===== src/rtl/synapse_mem_pkg.sv =====
// Shared memory-subsystem definitions for the instruction fetch path.
package synapse_mem_pkg;

    // Burst controller state encoding
    typedef enum logic [1:0] {
        IDLE  = 2'd0,
        WAIT  = 2'd1,
        BURST = 2'd2
    } state_t;

    // Width of a "beats minus one" burst length field; the icache uses the same rule
    function automatic int burst_len_width(input int max_burst);
        return $clog2(max_burst) + 1;
    endfunction

endpackage


===== src/rtl/imem_burst_ctrl.sv =====
// Memory-side burst responder: accepts one block-fill request, waits a
// programmable latency, then streams gap-free beats read from a synchronous ROM.
module imem_burst_ctrl
    import synapse_mem_pkg::*;
#(
    parameter int ADDR_WIDTH     = 32,
    parameter int DATA_WIDTH     = 32,
    parameter int MAX_BURST      = 8,
    parameter int LATENCY        = 2,
    parameter int ROM_ADDR_WIDTH = 10
) (
    input  logic                                  clk,
    input  logic                                  rst,
    input  logic                                  mem_req,
    input  logic [ADDR_WIDTH-1:0]                 mem_addr,
    input  logic [burst_len_width(MAX_BURST)-1:0] mem_burst_len,
    output logic                                  mem_ready,
    output logic [DATA_WIDTH-1:0]                 mem_data,
    output logic                                  mem_valid,
    output logic                                  mem_last,
    output logic                                  rom_en,
    output logic [ROM_ADDR_WIDTH-1:0]             rom_addr,
    input  logic [DATA_WIDTH-1:0]                 rom_rdata,
    output logic                                  req_overrun
);

    localparam int OFF_W  = $clog2(DATA_WIDTH / 8);
    localparam int IDX_W  = $clog2(MAX_BURST);
    localparam int LEN_W  = burst_len_width(MAX_BURST);
    localparam int WAIT_W = (LATENCY > 0) ? $clog2(LATENCY + 1) : 1;

    localparam logic [IDX_W-1:0]  MAX_IDX  = IDX_W'(MAX_BURST - 1);
    localparam logic [LEN_W-1:0]  MAX_LEN  = LEN_W'(MAX_BURST - 1);
    localparam logic [WAIT_W-1:0] LAT_LOAD = WAIT_W'(LATENCY);

    state_t                    state;
    state_t                    state_next;
    logic [ROM_ADDR_WIDTH-1:0] base;
    logic [IDX_W-1:0]          last_idx;
    logic [IDX_W-1:0]          beat_idx;
    logic [WAIT_W-1:0]         wait_cnt;
    logic [IDX_W-1:0]          len_clamped;
    logic                      accept;
    logic                      issue_last;

    // Byte-offset bits and address bits above the ROM are intentionally dropped
    logic unused_addr_bits;
    assign unused_addr_bits = ^{mem_addr[ADDR_WIDTH-1:OFF_W+ROM_ADDR_WIDTH], mem_addr[OFF_W-1:0]};

    assign mem_ready   = (state == IDLE);
    assign mem_data    = rom_rdata;
    assign len_clamped = (mem_burst_len > MAX_LEN) ? MAX_IDX : mem_burst_len[IDX_W-1:0];

    // Next-state decode plus ROM issue strobes; the final issue marks the burst end
    always_comb begin
        state_next = state;
        accept     = mem_req && (state == IDLE);
        rom_en     = 1'b0;
        rom_addr   = '0;
        issue_last = 1'b0;
        case (state)
            IDLE: begin
                if (accept) begin
                    if (LATENCY == 0) state_next = BURST;
                    else              state_next = WAIT;
                end
            end
            WAIT: begin
                if (wait_cnt == WAIT_W'(1)) state_next = BURST;
            end
            BURST: begin
                rom_en   = 1'b1;
                rom_addr = base + ROM_ADDR_WIDTH'(beat_idx);
                if (beat_idx == last_idx) begin
                    issue_last = 1'b1;
                    state_next = IDLE;
                end
            end
            default: state_next = IDLE;
        endcase
    end

    // State register
    always_ff @(posedge clk or posedge rst) begin
        if (rst) state <= IDLE;
        else     state <= state_next;
    end

    // Request latch, latency/beat counters, beat strobes and sticky overrun flag
    always_ff @(posedge clk or posedge rst) begin
        if (rst) begin
            base        <= '0;
            last_idx    <= '0;
            beat_idx    <= '0;
            wait_cnt    <= '0;
            mem_valid   <= 1'b0;
            mem_last    <= 1'b0;
            req_overrun <= 1'b0;
        end else begin
            if (accept) begin
                base     <= mem_addr[OFF_W +: ROM_ADDR_WIDTH];
                last_idx <= len_clamped;
                beat_idx <= '0;
                wait_cnt <= LAT_LOAD;
            end
            if (state == WAIT) wait_cnt <= wait_cnt - WAIT_W'(1);
            if (state == BURST) beat_idx <= issue_last ? '0 : beat_idx + IDX_W'(1);
            mem_valid <= rom_en;
            mem_last  <= issue_last;
            if (mem_req && !mem_ready) req_overrun <= 1'b1;
        end
    end

endmodule


===== config.mk =====
export PLATFORM = sky130hd
export DESIGN_NAME = imem_burst_ctrl
export DESIGN_NICKNAME = d
export VERILOG_FILES = /design/src/rtl/synapse_mem_pkg.sv /design/src/rtl/imem_burst_ctrl.sv
export SDC_FILE = /design/constraint.sdc
export NUM_CORES = 1
export LEC_CHECK = 0
export BUFFER_PORTS_ARGS = -buffer_cell sky130_fd_sc_hd__buf_2
export CAP_MARGIN = 0
export CELL_PAD_IN_SITES_DETAIL_PLACEMENT = 1
export CELL_PAD_IN_SITES_GLOBAL_PLACEMENT = 2
export CORE_ASPECT_RATIO = 0.75
export CORE_MARGIN = 2
export CORE_UTILIZATION = 18
export DETAILED_ROUTE_END_ITERATION = 12
export MAX_ROUTING_LAYER = met4
export PLACE_DENSITY = 0.86
export SYNTH_ARGS = -nofsm -noshare
export SYNTH_HDL_FRONTEND = slang
export SYNTH_SLANG_ARGS = --single-unit
export TNS_END_PERCENT = 50

===== constraint.sdc =====
create_clock -name clk -period 1.6 [get_ports clk]
set_clock_uncertainty 0.05 [all_clocks]
set_input_delay 0.16 -clock clk [delete_from_list [all_inputs] [get_ports clk]]
set_output_delay 0.16 -clock clk [all_outputs]
set_load 0.01 [all_outputs]

==> qor.yml, run 1 <==
outcome:
  status: "complete, but fails checks"
  violations: "setup timing"
routing:
  drc_errors: 0
  first_pass_iters: 3
  ant_nets: 0
  vias: 1082
  drt_iter0_drc: 29
  vias_per_cell: 3.851
  totalWireLength_um: 3671
  wl_per_cell_um: 13.06
clock_network:
  clk_pin_slew_worst_paths_ns: 0.08
  clk_latency_ns: 0.27
  cts_tree: "built"
  cts_max_level: 1
  numCtsBuffers: 3
  cts.sinks: 23
  clockBufferDepth: 2
  clockRootBuffer: "clkbuf_8"
layout:
  num-nets-final: 254
  final_util_pct: 23.72
  syn2layout_area_growth_pct: 27.20
  antenna_cells: 0
  fin_cells: 281
  drive_gt1_share_pct: 51.14
yosys:
  synth-main-ff-cell: "dfrtp_1"
  yosys.area.top_type: "dfrtp_1"
  synthArstFlopShare_pct: 100.0
  synth_top_cell_area_share_pct: 38.98
  syn_avg_cell_area_um2: 9.778
  ys_types: 37
  synth-edff-count: 0
  netlist_top_cells_area: "dfrtp_1 (39%), buf_4 (16%), mux2_2 (6.1%)"
  ys_ff_latch: 23
  netlist_instances: 151
  synth_area_um2: 1476
  synth_common_cells: "buf_4 (32), dfrtp_1 (23), nor2_1 (12), nand2_1 (9)"
  syn-num-nets: 228
  ys_seq_area_share_pct: 38.98
  yosysWarnings: 0
  yosys.cell_count.top_type: "buf_4"
pwr:
  irDropWorstVdd_v: 0.0004511
  p_per_area_nw_per_um2: 1569
  leakagePower_nw: 0.8410
setup_path:
  path_class: "flip-flop to output port"
  cp-start-kind: "flip-flop"
  required_ns: 1.39
  end_kind: "output port"
  critPathMaxFanout: 4
  arrival_ns: 1.98
die:
  dieArea_um2: 8950
  die_h_um: 82.44
  rows: 28
  initial_core_util_pct: 18.65
  core_um2: 7918
  io_pins: 118
  chipWidth_um: 108.6
grt:
  grt_pass1_wl_um: 5664
  grt_max_degree: 24
  first_global_vias: 1141
  antenna_found_initial: 0
  gr-total-overflow: 0
  grtUsageTotal_pct: 8.675
timing:
  relSlewSlack_pct: 79.36
  grt_setup_unrepaired: "yes"
  max_freq_mhz: 455.7
  finalMaxSlewViolations: 0
  worstMarginPinSlew_ns: 0.3096
  finalCritPeriodShare_pct: 137.2
  timing.final.ws_setup_ns: -0.5945
  finalHoldViolCount: 0
  final-setup-viol-count: 9
  period_needed_ns: 2.195
place:
  place_congestion: 0.7233
  port_buffers: 31
  dpl.hpwl_um: 2673
  post-place-cells: 271
flow_run:
  drv_cap: 0
hold_path:
  hold_class: "primary input to flip-flop"
-- per-stage QoR --
stage,instance area (µm²),TNS (ns),hold slack [ns],worst slack (ns),total power [mW]
5_1_grt,1878,-4.519,0.06185,-0.7504,3.186
3_5_place_dp,1660,-1.352,0.1743,-0.2452,2.302
3_3_place_gp,1660,-1.133,0.1716,-0.1978,2.254
4_1_cts,1773,-3.667,0.04655,-0.5474,2.803
6_report,1878,-3.480,0.04879,-0.5945,2.947
2_1_floorplan,1489,-0.4562,0.1119,-0.1692,1.871
-- sequential cells by signal, summed over array words and instances, names as in the netlist --
register,count
state,2
mem_valid,1
req_overrun,1
mem_last,1
last_idx,3
beat_idx,3
base,10
wait_cnt,2
-- metal layers --
metal	global-route usage (%)	share of wire, %	wire [µm]
met1	11.30	50	1827
met2	12.50	44	1612
met3	2.590	4.9	181
met4	3.718	1.3	49
met5	-	0	0
-- where the power goes --
part | internal, mW | switching (mW)
Sequential | 0.821 | 0.183
Clock | 0.174 | 0.194
Combinational | 0.849 | 0.725
Total | 1.84 | 1.10
-- cells by family after synthesis --
| logic type | Yosys count | synth area share (%) |
|---|---|---|
| buffers and inverters | 43 | 20.34 |
| and+or+nand+nor | 36 | 12.03 |
| AOI/OAI and AO/OA | 24 | 9.916 |
| DFF | 23 | 38.98 |
| muxes | 10 | 7.797 |
| xor gates and xnor gates | 9 | 5.339 |
| adders and majority gates | 6 | 5.593 |
-- final cells by class --
cell class              instances  area [µm²]
repair buffers                 56       377.9
inverters                       8       35.03
flip-flops and latches         23       576.8
multi-input cells              85       710.7
well taps                     105       131.4
fillers                       946        6040
clock inverters                 1       5.005
clock buffers                   3       41.29
-- worst max-delay path, stage by stage (launching register included) --
cell and delay (ns):
dfrtp_1 0.37, ha_2 0.20, inv_2 0.04, fa_2 0.36, nor2b_4 0.18, o211ai_1 0.13
xor2_1 0.15, nor2_1 0.13, buf_2 0.14
-- timing repair --
| item | 4_1_cts | 5_1_grt |
|---|---|---|
| pin swaps | 2 | 12 |
| hold buffers | 1 | 0 |
| gates cloned | 0 | 0 |
| hold endpoints to repair | 23 | 0 |
| gates resized for setup | 14 | 14 |
| buffers inserted | 1 | 5 |
| endpoints found under the setup margin | 11 | 10 |
-- cell usage in the layout, fill, tap and decap left out, types with 2 or more instances in the layout --
master / synthesis / routed
and2_4: 1 / 2
a21oi_1: 7 / 5
ha_1: 5 / 2
xnor2_1: 6 / 5
o21ai_0: 7 / 6
buf_4: 32 / 21
o21bai_1: 2 / 2
dfrtp_1: 23 / 22
clkbuf_8: 0 / 3
nand2b_1: 2 / 2
ha_4: 0 / 2
nor2_1: 12 / 11
inv_1: 8 / 6
mux2_2: 8 / 8
nand2_1: 9 / 8
buf_2: 0 / 29
buf_6: 1 / 4
xor2_1: 3 / 3
-- final timing paths --
check | from | endpoint | slack [ns] | cells past startpoint
max in group asynchronous | rst | state[1] | 0.82 | 4
min in group asynchronous | rst | base[2] | 0.43 | 4
max reg2reg | beat_idx[1] | beat_idx[0] | 0.09 | 6
min reg2reg | req_overrun | req_overrun | 0.43 | 1
max | base[0] | rom_addr[8] | -0.59 | 8
min | mem_addr[3] | base[1] | 0.05 | 3
Power figures use the tool's default switching activity.
==> inputs of run 2 (changes only) <==
--- a/config.mk
+++ b/config.mk
@@ -5,16 +5,16 @@
 export SDC_FILE = /design/constraint.sdc
 export NUM_CORES = 1
 export LEC_CHECK = 0
-export BUFFER_PORTS_ARGS = -buffer_cell sky130_fd_sc_hd__buf_2
 export CAP_MARGIN = 0
 export CELL_PAD_IN_SITES_DETAIL_PLACEMENT = 1
 export CELL_PAD_IN_SITES_GLOBAL_PLACEMENT = 2
 export CORE_ASPECT_RATIO = 0.75
 export CORE_MARGIN = 2
-export CORE_UTILIZATION = 18
+export CORE_UTILIZATION = 29
 export DETAILED_ROUTE_END_ITERATION = 12
+export DONT_BUFFER_PORTS = 1
 export MAX_ROUTING_LAYER = met4
-export PLACE_DENSITY = 0.86
+export PLACE_DENSITY = 0.85
 export SYNTH_ARGS = -nofsm -noshare
 export SYNTH_HDL_FRONTEND = slang
 export SYNTH_SLANG_ARGS = --single-unit
==> run 2 against run 1 <==
Compared with the run above: the run still ends with setup timing left; via count decreased by 6.4%; flip-flop and latch count unchanged; critical path depth decreased by 1; highest routed layer unchanged; critical endpoint is now rom_addr[6]; largest power group unchanged; global-route usage increased by 4.1 points; non-clock buffer count decreased by 18; core utilization increased by 12 points; hold slack got worse by 0.037 ns.
==> qor.yml, run 2 (same netlist as run 1, synthesis figures left out) <==
setup_path:
  critPathBufInv: 1  # was 2
  end_kind: "output port"  # unchanged
  worstPathCellList: "ha_2 > inv_2 > fa_2 > nor2b_4 > o2111ai_1 > xor2_1 > nor2_2"  # was ha_2 > inv_2 > fa_2 > nor2b_4 > o211ai_1 > xor2_1 > nor2_1 > buf_2
  critPathTopFamily: "adder cells"  # unchanged
  arrival_ns: 1.84  # was 1.98 ns
  required_ns: 1.39  # about the same
  cpPeakStageDelay_ns: 0.38  # was 0.37 ns
  slowest_stage: "dfrtp_1"  # unchanged
  cp-start-kind: "flip-flop"  # unchanged
  critPathMaxFanout: 4  # unchanged
  path_class: "flip-flop to output port"  # unchanged
clock_network:
  clk_pin_slew_worst_paths_ns: 0.09  # was 0.08 ns
  cts_max_level: 1  # unchanged
  numCtsBuffers: 3  # unchanged
  clockRootBuffer: "clkbuf_8"  # unchanged
  clk_latency_ns: 0.28  # was 0.27 ns
  cts.sinks: 23  # unchanged
  cts_tree: "built"  # unchanged
  clockBufferDepth: 2  # unchanged
pwr:
  irDropWorstVdd_v: 0.0005562  # was 0.0004511 V
  p_per_area_nw_per_um2: 1619  # was 1569 nW/µm²
  leakagePower_nw: 0.7360  # was 0.8410 nW
  p_total_mw: 2.810  # was 2.947 mW
die:
  io_pins: 118  # unchanged
  die_h_um: 65.80  # was 82.44 µm
  rows: 22  # was 28
  chipWidth_um: 86.39  # was 108.6 µm
  initial_core_util_pct: 30.13  # was 18.65%
  core_um2: 4900  # was 7918 µm²
  dieArea_um2: 5684  # was 8950 µm²
grt:
  gr-total-overflow: 0  # unchanged
  grtUsageTotal_pct: 12.79  # was 8.675%
  grt_pass1_wl_um: 5382  # was 5664 µm
  grt_max_degree: 24  # unchanged
  first_global_vias: 1099  # was 1141
  antenna_found_initial: 0  # unchanged
timing:
  period_needed_ns: 2.050  # was 2.195 ns
  grt_setup_unrepaired: "yes"  # unchanged
  max_freq_mhz: 487.7  # was 455.7 MHz
  finalCritPeriodShare_pct: 128.2  # was 137.2%
  relSlewSlack_pct: 79.42  # was 79.36%
  finalMaxSlewViolations: 0  # unchanged
  timing.final.ws_setup_ns: -0.4504  # was -0.5945 ns
  holdWs_ns: 0.01208  # was 0.04879 ns
  worstMarginPinSlew_ns: 0.3087  # was 0.3096 ns
  finalHoldViolCount: 0  # unchanged
  final-setup-viol-count: 11  # was 9
layout:
  final_util_pct: 35.42  # was 23.72%
  syn2layout_area_growth_pct: 17.54  # was 27.20%
  register_area_um2: 578.1  # was 576.8 µm²
  final_common_cell: "buf_4"  # was buf_2
  num-nets-final: 236  # was 254
  multi_input_area_um2: 675.6  # was 710.7 µm²
  biggestRegsByFlops: "base (10), beat_idx (3), last_idx (3)"  # unchanged
  final_cell_mix: "buf_4 (22), dfrtp_1 (21), dlygate4sd3_1 (14)"  # was buf_2 (29), dfrtp_1 (22), buf_4 (21)
  regMostFlops: "base"  # unchanged
  antenna_cells: 0  # unchanged
  n_fill_cell: 548  # was 946
  largest_reg_flops: 10  # unchanged
  drive_gt1_share_pct: 37.34  # was 51.14%
routing:
  drt_iter0_drc: 30  # was 29
  vias: 1013  # was 1082
  top_layer_used: "met4"  # unchanged
  ant_nets: 0  # unchanged
  met2_length_um: 1435  # was 1612 µm
  wl_met3_um: 191  # was 181 µm
  wl_per_cell_um: 15.11  # was 13.06 µm
  first_pass_iters: 4  # was 3
  totalWireLength_um: 3293  # was 3671 µm
  drc_errors: 0  # unchanged
  wl_met1_um: 1633  # was 1827 µm
  vias_per_cell: 4.647  # was 3.851
place:
  port_buffers: 0  # was 31
  dpl.hpwl_um: 2512  # was 2673 µm
  place_congestion: 0.7583  # was 0.7233
outcome:
  violations: "setup timing"  # unchanged
  status: "complete, but fails checks"  # unchanged
flow_run:
  drv_cap: 0  # unchanged
hold_path:
  hold_class: "primary input to flip-flop"  # unchanged
run 2: stage by stage:
stage          TNS (ns)  worst slack, ns  instances  instance area (µm²)
2_1_floorplan   -0.4562          -0.1692        151                 1489
5_1_grt          -4.099          -0.5724        218                 1735
4_1_cts          -3.219          -0.4750        217                 1705
3_5_place_dp     -1.097          -0.2127        198                 1459
6_report         -3.021          -0.4504        218                 1735
3_3_place_gp    -0.8802          -0.1565        198                 1459
run 2: where the power goes:
part,total (mW),switching (mW),internal [mW]
Sequential,1.03,0.211,0.824
Clock,0.382,0.207,0.175
Combinational,1.39,0.647,0.746
run 2: cell type report:
cell class              count  share of cell area (%)
multi-input cells          85                   38.93
flip-flops and latches     23                   33.31
repair buffers             38                   18.89
well taps                  60                   4.326
clock buffers               3                   2.379
inverters                   8                   1.875
clock inverters             1                  0.2884
run 2: final timing paths:
| kind | from | to | slack [ns] | depth (start not counted) |
|---|---|---|---|---|
| worst max-delay path | base[0] | rom_addr[6] | -0.45 | 7 |
| worst min register to register | wait_cnt[0] | wait_cnt[0] | 0.47 | 1 |
| max in group asynchronous | rst | state[1] | 0.92 | 3 |
| worst max register to register | state[1] | base[9] | 0.19 | 3 |
| worst min-delay path | mem_burst_len[3] | last_idx[1] | 0.01 | 2 |
| min in group asynchronous | rst | last_idx[2] | 0.31 | 3 |
run 2: timing repair:
item,4_1_cts,5_1_grt
setup buffers,1,1
gates resized for setup,18,6
pin swaps,3,0
setup endpoints to repair,11,11
hold buffers,14,0
hold endpoints to repair,35,0
run 2: routing by layer:
metal	vias up	GRT usage, %
li1	484	-
met1	490	16.27
met2	35	19.33
met3	4	4.494
met4	0	3.711
met5	-	-
run 2: worst reg2reg max path, stage by stage (launching register included):
cell,delay (ns)
dfrtp_2,0.45
nor2_2,0.13
and2_4,0.30
mux2_2,0.37
==> inputs of run 3 (changes only) <==
--- a/config.mk
+++ b/config.mk
@@ -9,7 +9,7 @@
 export CELL_PAD_IN_SITES_DETAIL_PLACEMENT = 1
 export CELL_PAD_IN_SITES_GLOBAL_PLACEMENT = 2
 export CORE_ASPECT_RATIO = 0.75
-export CORE_MARGIN = 2
+export CORE_MARGIN = 5
 export CORE_UTILIZATION = 29
 export DETAILED_ROUTE_END_ITERATION = 12
 export DONT_BUFFER_PORTS = 1
==> run 3 against run 2 <==
Compared with the run above: the run still ends with setup timing left; setup slack got worse by 0.049 ns; sequential share of layout area decreased by 0.43 points; hold slack got worse by 0.00090 ns; flip-flop and latch count unchanged; register-to-register slack got worse by 0.02 ns; count of clock-buffer cells in the layout increased by 1; critical path type unchanged; largest power group unchanged; highest routed layer unchanged.
==> qor.yml, run 3 (same netlist as run 1, synthesis figures left out) <==
outcome:
  status: "complete, but fails checks"  # unchanged
  violations: "setup timing"  # unchanged
hold_path:
  hold_class: "primary input to flip-flop"  # unchanged
clock_network:
  numCtsBuffers: 3  # unchanged
  cts.sinks: 23  # unchanged
  clk_pin_slew_worst_paths_ns: 0.08  # was 0.09 ns
  cts_max_level: 1  # unchanged
  clk_latency_ns: 0.27  # was 0.28 ns
  clockBufferDepth: 2  # unchanged
  clockRootBuffer: "clkbuf_8"  # unchanged
  cts_tree: "built"  # unchanged
timing:
  final-setup-viol-count: 10  # was 11
  finalMaxSlewViolations: 0  # unchanged
  holdWs_ns: 0.01117  # was 0.01208 ns
  period_needed_ns: 2.100  # was 2.050 ns
  relSlewSlack_pct: 78.82  # was 79.42%
  finalHoldViolCount: 0  # unchanged
  max_freq_mhz: 476.3  # was 487.7 MHz
  timing.final.ws_setup_ns: -0.4996  # was -0.4504 ns
  finalCritPeriodShare_pct: 131.2  # was 128.2%
  worstMarginPinSlew_ns: 0.3177  # was 0.3087 ns
  grt_setup_unrepaired: "yes"  # unchanged
place:
  dpl.hpwl_um: 2815  # was 2512 µm
  port_buffers: 0  # unchanged
  place_congestion: 0.7759  # was 0.7583
  placed_area_um2: 1459  # unchanged
routing:
  met2_length_um: 1829  # was 1435 µm
  top_layer_used: "met4"  # unchanged
  vias: 1047  # was 1013
  drt_iter0_drc: 13  # was 30
  totalWireLength_um: 3756  # was 3293 µm
  ant_nets: 0  # unchanged
  vias_per_cell: 4.781  # was 4.647
  wl_per_cell_um: 17.15  # was 15.11 µm
  wl_met1_um: 1634  # was 1633 µm
  first_pass_iters: 4  # unchanged
  wl_met3_um: 264  # was 191 µm
  drc_errors: 0  # unchanged
layout:
  antenna_cells: 0  # unchanged
  regMostFlops: "base"  # unchanged
  final_cell_mix: "buf_4 (23), dfrtp_1 (21), dlygate4sd3_1 (13)"  # was buf_4 (22), dfrtp_1 (21), dlygate4sd3_1 (14)
  largest_reg_flops: 10  # unchanged
  stdcell_area_um2: 1758  # was 1735 µm²
  biggestRegsByFlops: "base (10), beat_idx (3), last_idx (3)"  # unchanged
  num-nets-final: 237  # was 236
  n_fill_cell: 554  # was 548
  drive_gt1_share_pct: 38.36  # was 37.34%
  final_common_cell: "buf_4"  # unchanged
  syn2layout_area_growth_pct: 19.07  # was 17.54%
die:
  chipWidth_um: 92.39  # was 86.39 µm
  die_h_um: 71.80  # was 65.80 µm
  rows: 22  # unchanged
  io_pins: 118  # unchanged
  initial_core_util_pct: 30.13  # unchanged
  core_um2: 4900  # unchanged
  dieArea_um2: 6633  # was 5684 µm²
grt:
  grtUsageTotal_pct: 12.02  # was 12.79%
  grt_max_degree: 24  # unchanged
  gr-total-overflow: 0  # unchanged
  antenna_found_initial: 0  # unchanged
  grt_pass1_wl_um: 6072  # was 5382 µm
  first_global_vias: 1186  # was 1099
pwr:
  irDropWorstVdd_v: 0.0007089  # was 0.0005562 V
  clkPwrFrac_pct: 12.8  # was 13.6%
  p_sw_share_pct: 38.31  # was 37.91%
  p_sw_mw: 1.109  # was 1.065 mW
  p_per_area_nw_per_um2: 1647  # was 1619 nW/µm²
  seq_power_share_pct: 35.9  # was 36.8%
  p_int_mw: 1.786  # was 1.745 mW
  leakagePower_nw: 0.7450  # was 0.7360 nW
  combPwrFrac_pct: 51.3  # was 49.6%
setup_path:
  critPathMaxFanout: 4  # unchanged
  cp-start-kind: "flip-flop"  # unchanged
  arrival_ns: 1.89  # was 1.84 ns
  required_ns: 1.39  # about the same
  end_kind: "output port"  # unchanged
  path_class: "flip-flop to output port"  # unchanged
flow_run:
  drv_cap: 0  # unchanged
[run 3: final cells by class]
cell class / count / area (µm²) / area share (%)
inverters: 8 / 32.53 / 1.851
clock buffers: 4 / 45.04 / 2.562
multi-input cells: 85 / 690.7 / 39.29
flip-flops and latches: 23 / 578.1 / 32.88
repair buffers: 39 / 336.6 / 19.15
well taps: 60 / 75.07 / 4.270
[run 3: final timing paths]
path	startpoint	end	slack, ns	cells after the start
max in group asynchronous	rst	state[0]	0.91	3
min in group asynchronous	rst	last_idx[2]	0.32	3
worst max-delay path	beat_idx[0]	rom_addr[8]	-0.50	7
worst min register to register	wait_cnt[0]	wait_cnt[0]	0.49	1
worst min-delay path	mem_burst_len[3]	last_idx[2]	0.01	2
worst max register to register	state[1]	base[5]	0.17	3
[run 3: timing repair]
| item | 4_1_cts | 5_1_grt |
|---|---|---|
| endpoints found under the setup margin | 12 | 11 |
| hold buffers | 13 | 0 |
| hold endpoints to repair | 35 | 0 |
| resized for setup | 21 | 5 |
| pin swaps | 4 | 5 |
| buffers inserted | 1 | 3 |
[run 3: metrics by stage]
stage / setup TNS [ns] / total power, mW / cells / setup slack (ns) / util, %
after floorplan: -0.4562 / 1.871 / 151 / -0.1692 / -
after global placement: -0.9101 / 2.168 / 198 / -0.1648 / 29.78
after detailed placement: -1.222 / 2.276 / 198 / -0.2517 / 29.78
after CTS: -3.285 / 2.860 / 216 / -0.5123 / 34.98
after global routing: -3.997 / 3.156 / 219 / -0.6230 / 35.88
final: -2.964 / 2.895 / 219 / -0.4996 / 35.88
[run 3: metal layers]
layer / vias up / GRT usage, %
met4: 0 / 2.306
met5: - / -
met1: 520 / 15.04
met3: 8 / 3.987
li1: 485 / -
met2: 34 / 19.13
[run 3: power groups by stage]
stage	combinational [mW]	clock, mW	sequential, mW
finish	1.48	0.372	1.04
global route	1.66	0.414	1.08
CTS	1.43	0.395	1.04
detailed placement	1.24	0	1.04
global placement	1.16	0	1.01
floorplan	0.863	0	1.01
[run 3: critical path, stage by stage, from the launching register on]
cell and delay (ns):
dfrtp_1 0.38, ha_2 0.20, inv_2 0.04, fa_2 0.36, nor2b_4 0.16, o211ai_1 0.13
xor2_1 0.18, nor2_2 0.17
